<file path="src/rtl/i2c_pkg.sv">
// Shared types for the I2C burst reader: FSM states, quarter-bit phases and R/W bit values.
package i2c_pkg;

    typedef enum logic [3:0] {
        IDLE,
        START,
        ADDR,
        REG,
        RSTART,
        READ,
        MACK,
        STOP,
        DONE
    } state_t;

    typedef enum logic [1:0] {
        Q0,
        Q1,
        Q2,
        Q3
    } qtr_t;

    localparam logic RW_WRITE = 1'b0;
    localparam logic RW_READ  = 1'b1;

endpackage

</file>
<file path="src/rtl/i2c_phase_gen.sv">
// Bit-rate divider and quarter-phase counter for the I2C burst reader.
// A tick fires every QTR_DIV cycles while enabled; i_hold freezes both counters.
module i2c_phase_gen
    import i2c_pkg::*;
#(
    parameter int unsigned QTR_DIV = 1
) (
    input  logic i_clk,
    input  logic i_rst_n,
    input  logic i_en,
    input  logic i_hold,
    output logic o_tick,
    output qtr_t o_qtr
);

    localparam int unsigned       DIV_W   = (QTR_DIV > 1) ? $clog2(QTR_DIV) : 1;
    localparam logic [DIV_W-1:0]  DIV_MAX = DIV_W'(QTR_DIV - 1);

    logic [DIV_W-1:0] r_div;
    qtr_t             r_qtr;
    logic             w_last;

    assign w_last = (r_div == DIV_MAX);
    assign o_tick = i_en && !i_hold && w_last;
    assign o_qtr  = r_qtr;

    always_ff @(posedge i_clk) begin
        if (!i_rst_n || !i_en) begin
            r_div <= '0;
            r_qtr <= Q0;
        end else if (!i_hold) begin
            if (w_last) begin
                r_div <= '0;
                r_qtr <= qtr_t'(r_qtr + 2'd1);
            end else begin
                r_div <= r_div + 1'b1;
            end
        end
    end

endmodule

</file>
<file path="src/rtl/i2c_burst_reader.sv">
// I2C master burst read engine: optional register-pointer write, repeated START, 1..MAX_BYTES read.
// Define I2C_CLK_STRETCH_EN to let a slave stretch SCL after each release.
module i2c_burst_reader
    import i2c_pkg::*;
#(
    parameter int unsigned MAX_BYTES = 4,
    parameter int unsigned QTR_DIV   = 1,
    parameter int unsigned CNT_W     = $clog2(MAX_BYTES + 1)
) (
    input  logic                   PT_CK,
    input  logic                   RESET_N,
    input  logic                   GO,
    input  logic [6:0]             SLAVE_ADDR,
    input  logic                   USE_REG,
    input  logic [7:0]             REG_ADDR,
    input  logic [CNT_W-1:0]       NUM_BYTES,
    input  logic                   SDAI,
    input  logic                   SCLI,
    output logic                   SDAO,
    output logic                   SCLO,
    output logic                   BUSY,
    output logic                   END_OK,
    output logic                   ACK_ERR,
    output logic [8*MAX_BYTES-1:0] DATA
);

    localparam int unsigned DW = 8 * MAX_BYTES;

    state_t           r_state, w_state_nxt;
    logic             r_go_d;
    logic [6:0]       r_addr;
    logic             r_use_reg;
    logic [7:0]       r_reg;
    logic [CNT_W-1:0] r_num, w_num_clamp;
    logic [3:0]       r_bit, w_bit_nxt;
    logic [CNT_W-1:0] r_byte, w_byte_nxt;
    logic             r_rd_phase, w_rd_phase_nxt;
    logic             r_sdao, w_sdao_nxt;
    logic             r_sclo, w_sclo_nxt;
    logic             r_busy, w_busy_nxt;
    logic             r_end_ok, w_end_ok_nxt;
    logic             r_ack_err, w_ack_err_nxt;
    logic [DW-1:0]    r_data, w_data_nxt;
    logic             w_accept, w_tick, w_hold, w_en, w_rw, w_last_byte;
    logic [7:0]       w_tx;
    qtr_t             w_qtr;

    assign w_en        = (r_state != IDLE) && (r_state != DONE);
    assign w_num_clamp = (NUM_BYTES > CNT_W'(MAX_BYTES)) ? CNT_W'(MAX_BYTES) : NUM_BYTES;
    assign w_rw        = (r_use_reg && !r_rd_phase) ? RW_WRITE : RW_READ;
    assign w_tx        = (r_state == REG) ? r_reg : {r_addr, w_rw};
    assign w_last_byte = (r_byte == r_num - 1'b1);

`ifdef I2C_CLK_STRETCH_EN
    assign w_hold = r_sclo && !SCLI;
`else
    // Fixed timing: SCLI has no effect on the phase counter.
    assign w_hold = 1'b0 & SCLI;
`endif

    i2c_phase_gen #(.QTR_DIV(QTR_DIV)) u_phase (
        .i_clk   (PT_CK),
        .i_rst_n (RESET_N),
        .i_en    (w_en),
        .i_hold  (w_hold),
        .o_tick  (w_tick),
        .o_qtr   (w_qtr)
    );

    always_comb begin
        w_state_nxt    = r_state;
        w_sdao_nxt     = r_sdao;
        w_sclo_nxt     = r_sclo;
        w_busy_nxt     = r_busy;
        w_end_ok_nxt   = 1'b0;
        w_ack_err_nxt  = r_ack_err;
        w_data_nxt     = r_data;
        w_bit_nxt      = r_bit;
        w_byte_nxt     = r_byte;
        w_rd_phase_nxt = r_rd_phase;
        w_accept       = 1'b0;
        if (r_state == IDLE) begin
            if (GO && !r_go_d) begin
                w_accept       = 1'b1;
                w_busy_nxt     = 1'b1;
                w_ack_err_nxt  = 1'b0;
                w_data_nxt     = '0;
                w_bit_nxt      = '0;
                w_byte_nxt     = '0;
                w_rd_phase_nxt = 1'b0;
                w_state_nxt    = (w_num_clamp == '0) ? DONE : START;
            end
        end else if (r_state == DONE) begin
            w_end_ok_nxt = 1'b1;
            w_busy_nxt   = 1'b0;
            w_state_nxt  = IDLE;
        end else if (w_tick) begin
            case (r_state)
                START: case (w_qtr)
                    Q1:      w_sdao_nxt = 1'b0;
                    Q3:      begin w_sclo_nxt = 1'b0; w_state_nxt = ADDR; end
                    default: ;
                endcase
                // Address and register bytes share the 8-bit + slave-ACK slot sequence.
                ADDR, REG: case (w_qtr)
                    Q0: begin
                        w_sclo_nxt = 1'b0;
                        w_sdao_nxt = (r_bit == 4'd8) ? 1'b1 : w_tx[3'd7 - r_bit[2:0]];
                    end
                    Q1: w_sclo_nxt = 1'b1;
                    Q2: if (r_bit == 4'd8 && SDAI) w_ack_err_nxt = 1'b1;
                    Q3: begin
                        w_sclo_nxt = 1'b0;
                        if (r_bit != 4'd8) begin
                            w_bit_nxt = r_bit + 4'd1;
                        end else begin
                            w_bit_nxt = '0;
                            if (r_ack_err) begin
                                w_state_nxt = STOP;
                            end else if (r_state == REG) begin
                                w_state_nxt    = RSTART;
                                w_rd_phase_nxt = 1'b1;
                            end else begin
                                w_state_nxt = (w_rw == RW_WRITE) ? REG : READ;
                            end
                        end
                    end
                endcase
                RSTART: case (w_qtr)
                    Q0: w_sdao_nxt = 1'b1;
                    Q1: w_sclo_nxt = 1'b1;
                    Q2: w_sdao_nxt = 1'b0;
                    Q3: begin w_sclo_nxt = 1'b0; w_state_nxt = ADDR; end
                endcase
                READ: case (w_qtr)
                    Q0: begin w_sclo_nxt = 1'b0; w_sdao_nxt = 1'b1; end
                    Q1: w_sclo_nxt = 1'b1;
                    Q2: w_data_nxt = {r_data[DW-2:0], SDAI};
                    Q3: begin
                        w_sclo_nxt = 1'b0;
                        if (r_bit == 4'd7) begin
                            w_bit_nxt   = '0;
                            w_state_nxt = MACK;
                        end else begin
                            w_bit_nxt = r_bit + 4'd1;
                        end
                    end
                endcase
                MACK: case (w_qtr)
                    Q0: begin w_sclo_nxt = 1'b0; w_sdao_nxt = w_last_byte; end
                    Q1: w_sclo_nxt = 1'b1;
                    Q3: begin
                        w_sclo_nxt = 1'b0;
                        if (w_last_byte) begin
                            w_state_nxt = STOP;
                        end else begin
                            w_byte_nxt  = r_byte + 1'b1;
                            w_state_nxt = READ;
                        end
                    end
                    default: ;
                endcase
                STOP: case (w_qtr)
                    Q0: begin w_sclo_nxt = 1'b0; w_sdao_nxt = 1'b0; end
                    Q1: w_sclo_nxt = 1'b1;
                    Q2: w_sdao_nxt = 1'b1;
                    Q3: w_state_nxt = DONE;
                endcase
                default: ;
            endcase
        end
    end

    always_ff @(posedge PT_CK) begin
        if (!RESET_N) begin
            r_state    <= IDLE;
            r_go_d     <= 1'b0;
            r_addr     <= '0;
            r_use_reg  <= 1'b0;
            r_reg      <= '0;
            r_num      <= '0;
            r_bit      <= '0;
            r_byte     <= '0;
            r_rd_phase <= 1'b0;
            r_sdao     <= 1'b1;
            r_sclo     <= 1'b1;
            r_busy     <= 1'b0;
            r_end_ok   <= 1'b0;
            r_ack_err  <= 1'b0;
            r_data     <= '0;
        end else begin
            r_go_d     <= GO;
            r_state    <= w_state_nxt;
            r_bit      <= w_bit_nxt;
            r_byte     <= w_byte_nxt;
            r_rd_phase <= w_rd_phase_nxt;
            r_sdao     <= w_sdao_nxt;
            r_sclo     <= w_sclo_nxt;
            r_busy     <= w_busy_nxt;
            r_end_ok   <= w_end_ok_nxt;
            r_ack_err  <= w_ack_err_nxt;
            r_data     <= w_data_nxt;
            if (w_accept) begin
                r_addr    <= SLAVE_ADDR;
                r_use_reg <= USE_REG;
                r_reg     <= REG_ADDR;
                r_num     <= w_num_clamp;
            end
        end
    end

    assign SDAO    = r_sdao;
    assign SCLO    = r_sclo;
    assign BUSY    = r_busy;
    assign END_OK  = r_end_ok;
    assign ACK_ERR = r_ack_err;
    assign DATA    = r_data;

endmodule
</file>
<file path="config.mk">
export PLATFORM = sky130hd
export DESIGN_NAME = i2c_burst_reader
export DESIGN_NICKNAME = d
export VERILOG_FILES = /design/src/rtl/i2c_pkg.sv /design/src/rtl/i2c_phase_gen.sv /design/src/rtl/i2c_burst_reader.sv
export SDC_FILE = /design/constraint.sdc
export NUM_CORES = 1
export LEC_CHECK = 0
export ABC_AREA = 1
export CORE_MARGIN = 4
export CORE_UTILIZATION = 40
export CTS_BUF_LIST = sky130_fd_sc_hd__clkbuf_8
export DETAILED_ROUTE_END_ITERATION = 12
export HOLD_SLACK_MARGIN = 0.03
export PLACE_DENSITY = 0.73
export SYNTH_ARGS = -nofsm -noshare
export SYNTH_HDL_FRONTEND = slang
export SYNTH_SLANG_ARGS = --single-unit
export TNS_END_PERCENT = 30
</file>
<file path="constraint.sdc">
create_clock -name PT_CK -period 3.3 [get_ports PT_CK]
set_input_delay 0.66 -clock PT_CK [delete_from_list [all_inputs] [get_ports PT_CK]]
set_output_delay 0.66 -clock PT_CK [all_outputs]
set_load 0.02 [all_outputs]
</file>
Word-level counts from Yosys, hierarchy flattened

Cells that the tools add are included.

$lt $le $gt $ge: 2
Add/sub/neg operators: 6
Eq/ne operators: 40
Reduce and logical (&&, ||, !) cells: 43
Bitwise operators: 4
Multiplexer cells: 78

Operator list:

| cell                 | number |
|---|---|
| $mux W32             | 6 |
| $mux W4              | 20 |
| $mux W3              | 11 |
| $mux W1              | 29 |
| $ne A4 B4 Y1 const B | 7 |
| $eq A4 B3 Y1 const B | 5 |
| $pmux W4 S5          | 1 |
| $reduce_and A10 Y1   | 2 |
| $reduce_and A6 Y1    | 3 |
| $reduce_bool A2 Y1   | 9 |
| $reduce_and A8 Y1    | 2 |
| $ne A3 B3 Y1 const B | 5 |
| $ne A2 B2 Y1 const B | 7 |
| $pmux W1 S2          | 5 |
| $reduce_or A2 Y1     | 5 |
| $eq A4 B2 Y1 const B | 2 |
| $eq A4 B4 Y1 const B | 2 |
| $mux W8              | 1 |
| $pmux W4 S2          | 1 |
| $reduce_bool A4 Y1   | 2 |
| $reduce_bool A7 Y1   | 1 |
| $ne A2 B1 Y1 const B | 3 |
| $pmux W1 S6          | 1 |
| $reduce_bool A3 Y1   | 2 |
| 30 further kinds     | 41 |

Word-level logic and storage cells: 190
Register bits after elaboration: 72
Input port bits: 24

Depth between registers and ports, before layout

Gate-level depths: netlist of run 1.

Word-level depth: 11
Mapped depth: 12

Modules after synthesis

From an unflattened synthesis of run 1, not the netlist that was laid out.

Cells, all modules: 475
Area total of the unflattened synthesis: 3580.9 µm²

Modules (own cells, without submodules):

| module           | area an instance (µm²) | cells an instance | instances |
|---|---|---|---|
| i2c_burst_reader | 3479.6                 | 460               | 1 |
| i2c_phase_gen    | 101.3                  | 15                | 1 |

Worst setup path before layout of run 1

Ideal clock, no wire load.

Path type: reg-to-reg
Start point: register r_bit[0]
End point: register r_state[2]
Setup time: 114 ps
Path buffers: 0
Period minus slack after synthesis: 1583 ps
Slack: 1717 ps
Cell stages (with the launch flop): 10
Data required time: 3186 ps
Arrival time: 1470 ps
Path through: dfxtp_1 -> ha_1 -> nand2_1 -> or2_2 -> nand2_1 -> nand2_1 -> nor2_1 -> nand4_1 -> nor2_1 -> nor2_1

Longest elaborated chain between the ends: 3
Elaborated cells on any way between the ends: 5

RTL lines:

| element                                      | RTL line                                         | text |
|---|---|---|
| start: declaration                           | i2c_burst_reader.sv:35                           | `logic [3:0] r_bit, w_bit_nxt;` |
| start signal: assignment                     | i2c_burst_reader.sv:194                          | `r_bit <= w_bit_nxt;` |
| $eq A4 B3 Y1 or $ne A4 B4 Y1 (tied branches) | i2c_burst_reader.sv:141, i2c_burst_reader.sv:114 |  |
| $ne A4 B4 Y1 (no line)                       | n/a                                              |  |
| $reduce_and A10 Y1 (no line) (*)             | n/a                                              |  |
| end signal: assignment                       | i2c_burst_reader.sv:193                          | `r_state <= w_state_nxt;` |
| end: declaration                             | i2c_burst_reader.sv:29                           | `state_t r_state, w_state_nxt;` |

Every way passes the cells marked *; elsewhere a longest branch is shown, timed or not.
A chain may end at the register's enable or synchronous reset.

Worst setup path in the final report of run 1

Start point: input port GO
End point: register r_data[11] (netlist: DATA[11])

Longest elaborated chain between the ends: 3

RTL lines:

| element                     | RTL line                | text |
|---|---|---|
| start: declaration          | i2c_burst_reader.sv:12  | `input logic GO,` |
| $logic_and A1 B1 Y1         | i2c_burst_reader.sv:83  | `if (GO && !r_go_d) begin` |
| $ne A2 B1 Y1 (no line)      | n/a                     |  |
| $reduce_and A5 Y1 (no line) | n/a                     |  |
| end signal: assignment      | i2c_burst_reader.sv:202 | `r_data <= w_data_nxt;` |
| end: declaration            | i2c_burst_reader.sv:43  | `logic [DW-1:0] r_data, w_data_nxt;` |

Every way passes these cells.

==> impl_metrics.tcl, run 1 <==
set metrics [dict create \
    period_needed_ns 2.27 \
    dpl_cell_area_um2 4050 \
    ys_ff_latch 72 \
    grt_pass1_vias 3285 \
    fin_area_um2 4290 \
    die_h_um 99.8 \
    netlist_area_um2 3370 \
    holdBufCountCts 0 \
    antenna_found_initial 0 \
    port_buffers 59 \
    fin_hold_ws_ns 0.464 \
    initial_utilization_pct 41.1 \
    drc 0 \
    post-place-cells 628 \
    drt_iter0_drc 178 \
    synth-edff-count 0 \
    holdCritPathClass "reg2reg" \
    clkTransAtPathRegs_ns 0.08 \
    postCtsSetupRepairBufs 0 \
    grt_max_degree 34 \
    endpoint_kind "flop" \
    ant_nets 0 \
    cp_max_fo 33 \
    finalCritPeriodShare_pct 68.8 \
    cts_tree "done" \
    grt_first_pass_wirelength_um 14600 \
    clk_latency_ns 0.35 \
    cts.repair.resized 0 \
    cts_root_buf "clkbuf_8" \
    p_leak_nw 1.79 \
    antenna-diode-count 0 \
    max_freq_mhz 440 \
    rsz0062_at_grt "no" \
    synth_fp_nets 508 \
    outcome "complete, no violations" \
    grt_overflow 0 \
    drt-total-wl_um 8570 \
    path_class "in2reg" \
    clock_path_buffers 2 \
    wire_per_inst_um 13.3 \
    instances_no_fill 644 \
    dr.pass1.iters 4 \
    syn_area_per_cell_um2 7.09 \
    final-hold-violation-count 0 \
    gp_congestion 0.910 \
    p_total_w 0.00357 \
    start_kind "input port" \
    ys_async_sr_fraction_pct 0 \
    cts_max_level 3 \
    seq_area_frac_synth_pct 42.7 \
    largest_reg_flops 32 \
    p_per_area_nw_per_um2 833 \
    grt_use_total_pct 17.9 \
    yosys_warnings 0 \
    ys.flop_type "dfxtp_1" \
    cts_inserted_buffers 9 \
    drive_above_1_share_pct 8.91 \
    tns_ns 0 \
    cp_data_arrival_time_ns 2.51 \
    setup_viol_count_final 0 \
    cts_sinks 72 \
    fin_skew_ns 0.00809 \
    vias 3239 \
    required_ns 3.54 \
    die_w_um 99.8 \
    core_um2 8220 \
    fp-row-count 33 \
    slew_viol_final 0 \
    nets 566 \
    yosysUniqueCellTypes 34 \
    via_per_inst 5.03 \
    drv_cap 0 \
    area_growth_pct 27.1 \
    hpwl_um 6020 \
    ir_drop_v 0.000432 \
    ioPinCount 61 \
    synthCells 476 \
    die_area_um2 9970 \
]
[through the flow]
step	setup slack, ns	utilization (%)
2_1_floorplan	1.72	-
3_3_place_gp	0.718	49.2
3_5_place_dp	0.678	49.2
4_1_cts	1.05	52.2
5_1_grt	0.805	52.2
6_report	1.03	52.2
[logic make-up after synthesis]
logic type | Yosys count | share of synthesized area, %
xor gates and xnor gates | 6 | 1.56
AOI/OAI and AO/OA | 95 | 14.9
and+or+nand+nor | 236 | 30.6
DFF | 72 | 42.7
other | 1 | 0.111
buffers and inverters | 58 | 7.05
adders and majority gates | 8 | 2.97
[critical path, stage by stage]
cell and delay (ns):
clkdlybuf4s50_1 0.55, nand3_4 0.10, o21ai_2 0.10, nand2_2 0.30, nand2_4 0.41, inv_2 0.16
a21oi_1 0.15, nor2_1 0.06
[layout make-up]
class                      instances  area, um^2
clock buffer                       9         124
clock inverter                     7         119
fill                             787        3930
inverter                          42         158
multi-input combinational        346        1690
sequential                        72        1440
tap                              105         131
timing repair buffer              63         621
[path summary, 6_finish.rpt]
check / start / end / slack, ns / cells after the start
worst max-delay path: GO / DATA[11] / 1.03 / 8
worst min-delay path: r_reg[0] / r_reg[0] / 0.46 / 2
worst max register to register: r_state[1] / DATA[11] / 1.05 / 11
worst min register to register: r_reg[0] / r_reg[0] / 0.46 / 2
[layer usage]
layer  up-vias  wire [um]  track usage, %  share of wire, %
met1      1491       3660            20.4                43
met3        17        828            7.16               9.7
met2        81       3960            30.0                46
met4         0        123            7.25               1.4
li1       1650          -               -                 -
met5         -          0               0                 0
[report_power, final]
group          switching (W)  internal, W
sequential          0.000170      0.00110
clock               0.000349     0.000503
combinational       0.000884     0.000565
[layout by cell type (no fill, tap or decap), types with 5 or more instances in the layout]
| cell | instances |
|---|---|
| ha_1 | 8 |
| inv_2 | 7 |
| nand4_1 | 5 |
| clkbuf_8 | 9 |
| o21ai_1 | 12 |
| a21oi_1 | 27 |
| clkdlybuf4s50_1 | 59 |
| nand2_1 | 76 |
| dfxtp_1 | 72 |
| o21ai_0 | 45 |
| nand3_1 | 29 |
| inv_1 | 34 |
| nor2_1 | 105 |
[cell usage after synthesis, types with 4 or more instances]
master / instances / area (um^2)
a21oi_1: 27 / 135
buf_2: 4 / 20.0
clkbuf_1: 7 / 26.3
dfxtp_1: 72 / 1440
ha_1: 8 / 100
inv_1: 34 / 128
inv_2: 7 / 26.3
nand2_1: 76 / 285
nand2_2: 4 / 25.0
nand3_1: 29 / 145
nand4_1: 5 / 31.3
nor2_1: 105 / 394
nor3_1: 4 / 20.0
o21ai_0: 45 / 225
o21ai_1: 12 / 60.1
xor2_1: 4 / 35.0
(Power assumes the default switching activity.)
==> inputs of run 2 (changes only) <==
Clock period 3.3 ns to 2.27 ns, I/O delays scaled along.
==> run 2 against run 1 <==
Net effect: flip-flop and latch count unchanged; total power increased by 38%; global-route usage decreased by 0.29 points; clock power increased by 11%; sequential power increased by 46%; register-to-register slack got worse by 0.68 ns; sequential share of layout area about the same; count of clock-buffer cells in the layout increased by 1; hold slack got worse by 0.00081 ns.
==> impl_metrics.tcl, run 2 (synthesized netlist as in run 1, its figures left out) <==
set metrics [dict create \
    grt_first_pass_wirelength_um 14200 \
    gp_congestion 0.902 \
    drive_above_1_share_pct 10.1 \
    endpoint_kind "flop" \
    finalCritPeriodShare_pct 83.7 \
    nets 573 \
    p_per_area_nw_per_um2 1150 \
    die_h_um 99.8 \
    fp-row-count 33 \
    wire_per_inst_um 12.9 \
    final_cell_mix "nor2_1 (105), nand2_1 (76), dfxtp_1 (72), clkdlybuf4s50_1 (59), o21ai_0 (45)" \
    antenna-diode-count 0 \
    initial_utilization_pct 41.1 \
    rsz0062_at_grt "no" \
    dr.pass1.iters 4 \
    ant_nets 0 \
    reg2reg_depth 9 \
    area_growth_pct 27.1 \
    cts_sinks 72 \
    max_freq_mhz 527 \
    grt_pass1_vias 3101 \
    drt_iter0_drc 78 \
    clk_latency_ns 0.35 \
    grt_overflow 0 \
    reg2reg_from "r_bit[0]" \
    ir_drop_v 0.000545 \
    cts_max_level 3 \
    clock_path_buffers 2 \
    final-hold-violation-count 0 \
    largest_reg_flops 32 \
    path_class "reg2reg" \
    period_needed_ns 1.90 \
    antenna_found_initial 0 \
    die_w_um 99.8 \
    clkTransAtPathRegs_ns 0.08 \
    outcome "complete, no violations" \
    cp_data_arrival_time_ns 2.14 \
    core_um2 8220 \
    vias 3213 \
    postCtsSetupRepairBufs 0 \
    cts_root_buf "clkbuf_8" \
    cts.repair.resized 0 \
    drc 0 \
    drv_cap 0 \
    start_kind "flop" \
    die_area_um2 9970 \
    grt_max_degree 23 \
    slowest_delay_ns 0.47 \
    timing.rr.end "r_state[2]" \
    crit_buf_inv 0 \
    fin_skew_ns 0.0140 \
    ioPinCount 61 \
    hpwl_um 6220 \
    cp_top_family "simple AND/OR/NAND/NOR gates" \
    cp_max_fo 7 \
    p_total_w 0.00494 \
    required_ns 2.51 \
    endpoint "r_state[2]" \
    slew_viol_final 0 \
    cts_inserted_buffers 9 \
    worstPathCellList "ha_1 -> nand2_1 -> or2_2 -> nand2_1 -> nand2_1 -> nor2_1 -> nand4_1 -> nor2_1 -> nor2_1" \
    cp.depth 9 \
    tns_ns 0 \
    p_leak_nw 1.79 \
    final_common_cell "nor2_1" \
    setup.worst_path.start "r_bit[0]" \
    port_buffers 59 \
    holdBufCountCts 0 \
    cts_tree "done" \
    regToRegSetupSlack_ns 0.37 \
    grt_use_total_pct 17.6 \
    holdCritPathClass "reg2reg" \
    slowest_stage "dfxtp_1" \
    drt-total-wl_um 8420 \
    fin_hold_ws_ns 0.463 \
    setup_viol_count_final 0 \
    via_per_inst 4.94 \
]
## run 2: how the worst min path moves through the flow
stage                           end  cells after the start  slack, ns      start
after global routing           BUSY                      2       0.48       BUSY
after global placement    r_use_reg                      2       0.44  r_use_reg
after CTS                 r_use_reg                      2       0.46  r_use_reg
final                      r_reg[3]                      2       0.46   r_reg[3]
after floorplan            r_reg[0]                      2       0.43   r_reg[0]
after detailed placement  r_use_reg                      2       0.45  r_use_reg
## run 2: cell type report
type,instances,area [um^2]
Sequential cell,72,1440
Inverter,42,158
Tap cell,105,131
Multi-Input combinational cell,346,1690
Fill cell,793,3930
Clock inverter,6,51.3
Clock buffer,10,138
Timing Repair Buffer,70,673
## run 2: layer usage
metal / GRT usage (%) / routed length [um] / share of wire, % / up-vias
li1: - / - / - / 1675
met1: 20.9 / 3680 / 44 / 1446
met2: 28.7 / 3950 / 47 / 85
met3: 7.85 / 735 / 8.7 / 7
met4: 5.25 / 57 / 0.68 / 0
met5: 0 / 0 / 0 / -
## run 2: where the power goes
part           switching (W)  internal [W]  leakage, nW
logic                0.00128      0.000859         1.12
clock network       0.000510      0.000439       0.0870
registers           0.000252       0.00160        0.590
total                0.00205       0.00290         1.79
## run 2: tightest hold or removal path, cell delays in order (launching register included)
cell     delay [ns]
dfxtp_1        0.30
inv_1          0.06
a21oi_1        0.06
## run 2: metrics by stage
| stage | utilization [%] | cell area (um^2) | worst slack (ns) | instances |
|---|---|---|---|---|
| 5_1_grt | 52.2 | 4290 | 0.208 | 651 |
| 4_1_cts | 52.2 | 4290 | 0.356 | 651 |
| 3_3_place_gp | 49.9 | 4100 | 0.194 | 635 |
| 6_report | 52.2 | 4290 | 0.371 | 651 |
| 2_1_floorplan | - | 3370 | 0.687 | 476 |
| 3_5_place_dp | 49.9 | 4100 | 0.121 | 635 |
==> inputs of run 3 (changes only) <==
Settings changed: PLACE_DENSITY 0.73 to 0.75.
Clock period 2.27 ns to 1.7 ns, I/O delays scaled along.
==> run 3 against run 2 <==
Net effect: non-clock buffer count is 15 higher; wire length is 6.3% higher; highest routed layer unchanged; clock power is 79% higher; critical endpoint is now DATA[0]; core utilization is 4.8 points higher; global-route usage rose by 0.53 points.
==> impl_metrics.tcl, run 3 (synthesized netlist as in run 1, its figures left out) <==
set metrics [dict create \
    p_leak_nw 2.29 \
    fin_skew_ns 0.00544 \
    fin_ws_ns 0.0310 \
    via_per_inst 5.04 \
    slowest_stage "clkdlybuf4s50_1" \
    grt_use_total_pct 18.2 \
    final_cell_mix "nor2_1 (103), nand2_1 (70), dfxtp_1 (64), o21ai_0 (43)" \
    swShare_pct 38.6 \
    dr.pass1.iters 4 \
    largest_reg_flops 32 \
    pre_cts_ws_ns -0.120 \
    clk_latency_ns 0.35 \
    cts_inserted_buffers 9 \
    grt_max_degree 27 \
    outcome "complete, no violations" \
    drv_cap 0 \
    final-hold-violation-count 0 \
    ioPinCount 61 \
    area_growth_pct 38.8 \
    ir_drop_v 0.000836 \
    antenna-diode-count 0 \
    fin_util_pct 57.0 \
    start_kind "flop" \
    fp-row-count 33 \
    p_int_w 0.00448 \
    drc 0 \
    routed.top_layer "met4" \
    seqPwrFrac_pct 33.9 \
    endpoint_kind "output pin" \
    grt_overflow 0 \
    wl_met1_um 3750 \
    antenna_found_initial 0 \
    wl_met2_um 4300 \
    slew_viol_final 0 \
    finalCritPeriodShare_pct 98.2 \
    die_h_um 99.8 \
    switching_power_w 0.00282 \
    required_ns 1.36 \
    clock_path_buffers 2 \
    period_needed_ns 1.67 \
    final_common_cell "nor2_1" \
    p_per_area_nw_per_um2 1560 \
    cp_top_family "buffers and inverters" \
    die_w_um 99.8 \
    wire_per_inst_um 13.4 \
    worstPathCellList "clkdlybuf4s50_1" \
    drt-total-wl_um 8940 \
    nets 588 \
    hpwl_um 6300 \
    die_area_um2 9970 \
    dr_wl_met3_um 706 \
    grt_pass1_vias 3189 \
    clockPowerShare_pct 23.3 \
    drive_above_1_share_pct 17.6 \
    vias 3354 \
    cts_sinks 72 \
    path_class "reg2out" \
    max_freq_mhz 599 \
    cts_tree "done" \
    cp_max_fo 3 \
    comb_power_share_pct 42.8 \
    drt_iter0_drc 139 \
    fin_hold_ws_ns 0.468 \
    setup_viol_count_final 0 \
    slowest_delay_ns 0.62 \
    gp_congestion 0.865 \
    grt_first_pass_wirelength_um 14600 \
    cts_max_level 3 \
    crit_buf_inv 1 \
    cts_root_buf "clkbuf_8" \
    clkTransAtPathRegs_ns 0.07 \
    holdCritPathClass "reg2reg" \
    core_um2 8220 \
    ant_nets 0 \
    port_buffers 59 \
    cp_data_arrival_time_ns 1.33 \
    initial_utilization_pct 41.1 \
    p_total_w 0.00730 \
    holdBufCountCts 0 \
]
==> run 3: worst register-to-register path, delay by kind of cell (launching register included) <==
kind	cells	cell delay [ns]
compound gates	2	0.42
flops	1	0.40
simple gates	5	0.53
buf+inv	3	0.25
==> run 3: routing by layer <==
layer  up-vias  track usage [%]
li1       1703                -
met1      1534             20.9
met2        99             30.0
met3        18             6.39
met4         0             8.82
met5         -                0
==> run 3: what timing repair did <==
item | in CTS | in global routing
setup buffers | 0 | 1
gates resized for setup | 12 | 60
endpoints found under the setup margin | 24 | 67
endpoints found under the hold margin | 0 | 0
pin swaps | 0 | 9
==> run 3: final timing paths <==
| check | startpoint | to | slack (ns) | cells past startpoint |
|---|---|---|---|---|
| max | DATA[0] | DATA[0] | 0.03 | 1 |
| min | r_reg[3] | r_reg[3] | 0.47 | 2 |
| max reg2reg | r_state[1] | r_bit[2] | 0.05 | 10 |
| min reg2reg | r_reg[3] | r_reg[3] | 0.47 | 2 |
==> run 3: metrics by stage <==
stage	cells	setup TNS (ns)	cell area (um^2)
6_report	666	0	4680
5_1_grt	666	-0.130	4680
4_1_cts	665	0	4500
3_5_place_dp	649	-4.01	4250
3_3_place_gp	649	-2.97	4250
2_1_floorplan	476	0	3370
==> run 3: cell type report <==
type / count / area [um^2]
timing repair buffer: 85 / 875
tap: 105 / 131
clock buffer: 11 / 151
multi-input combinational: 346 / 1800
sequential: 72 / 1460
clock inverter: 5 / 103
fill: 740 / 3530
inverter: 42 / 163
==> run 3: power groups by stage <==
stage	registers [W]	logic [W]	clock network, W
2_1_floorplan	0.00276	0.00157	0
3_3_place_gp	0.00246	0.00300	0
3_5_place_dp	0.00249	0.00304	0
4_1_cts	0.00246	0.00302	0.00173
5_1_grt	0.00254	0.00348	0.00179
6_report	0.00247	0.00312	0.00170
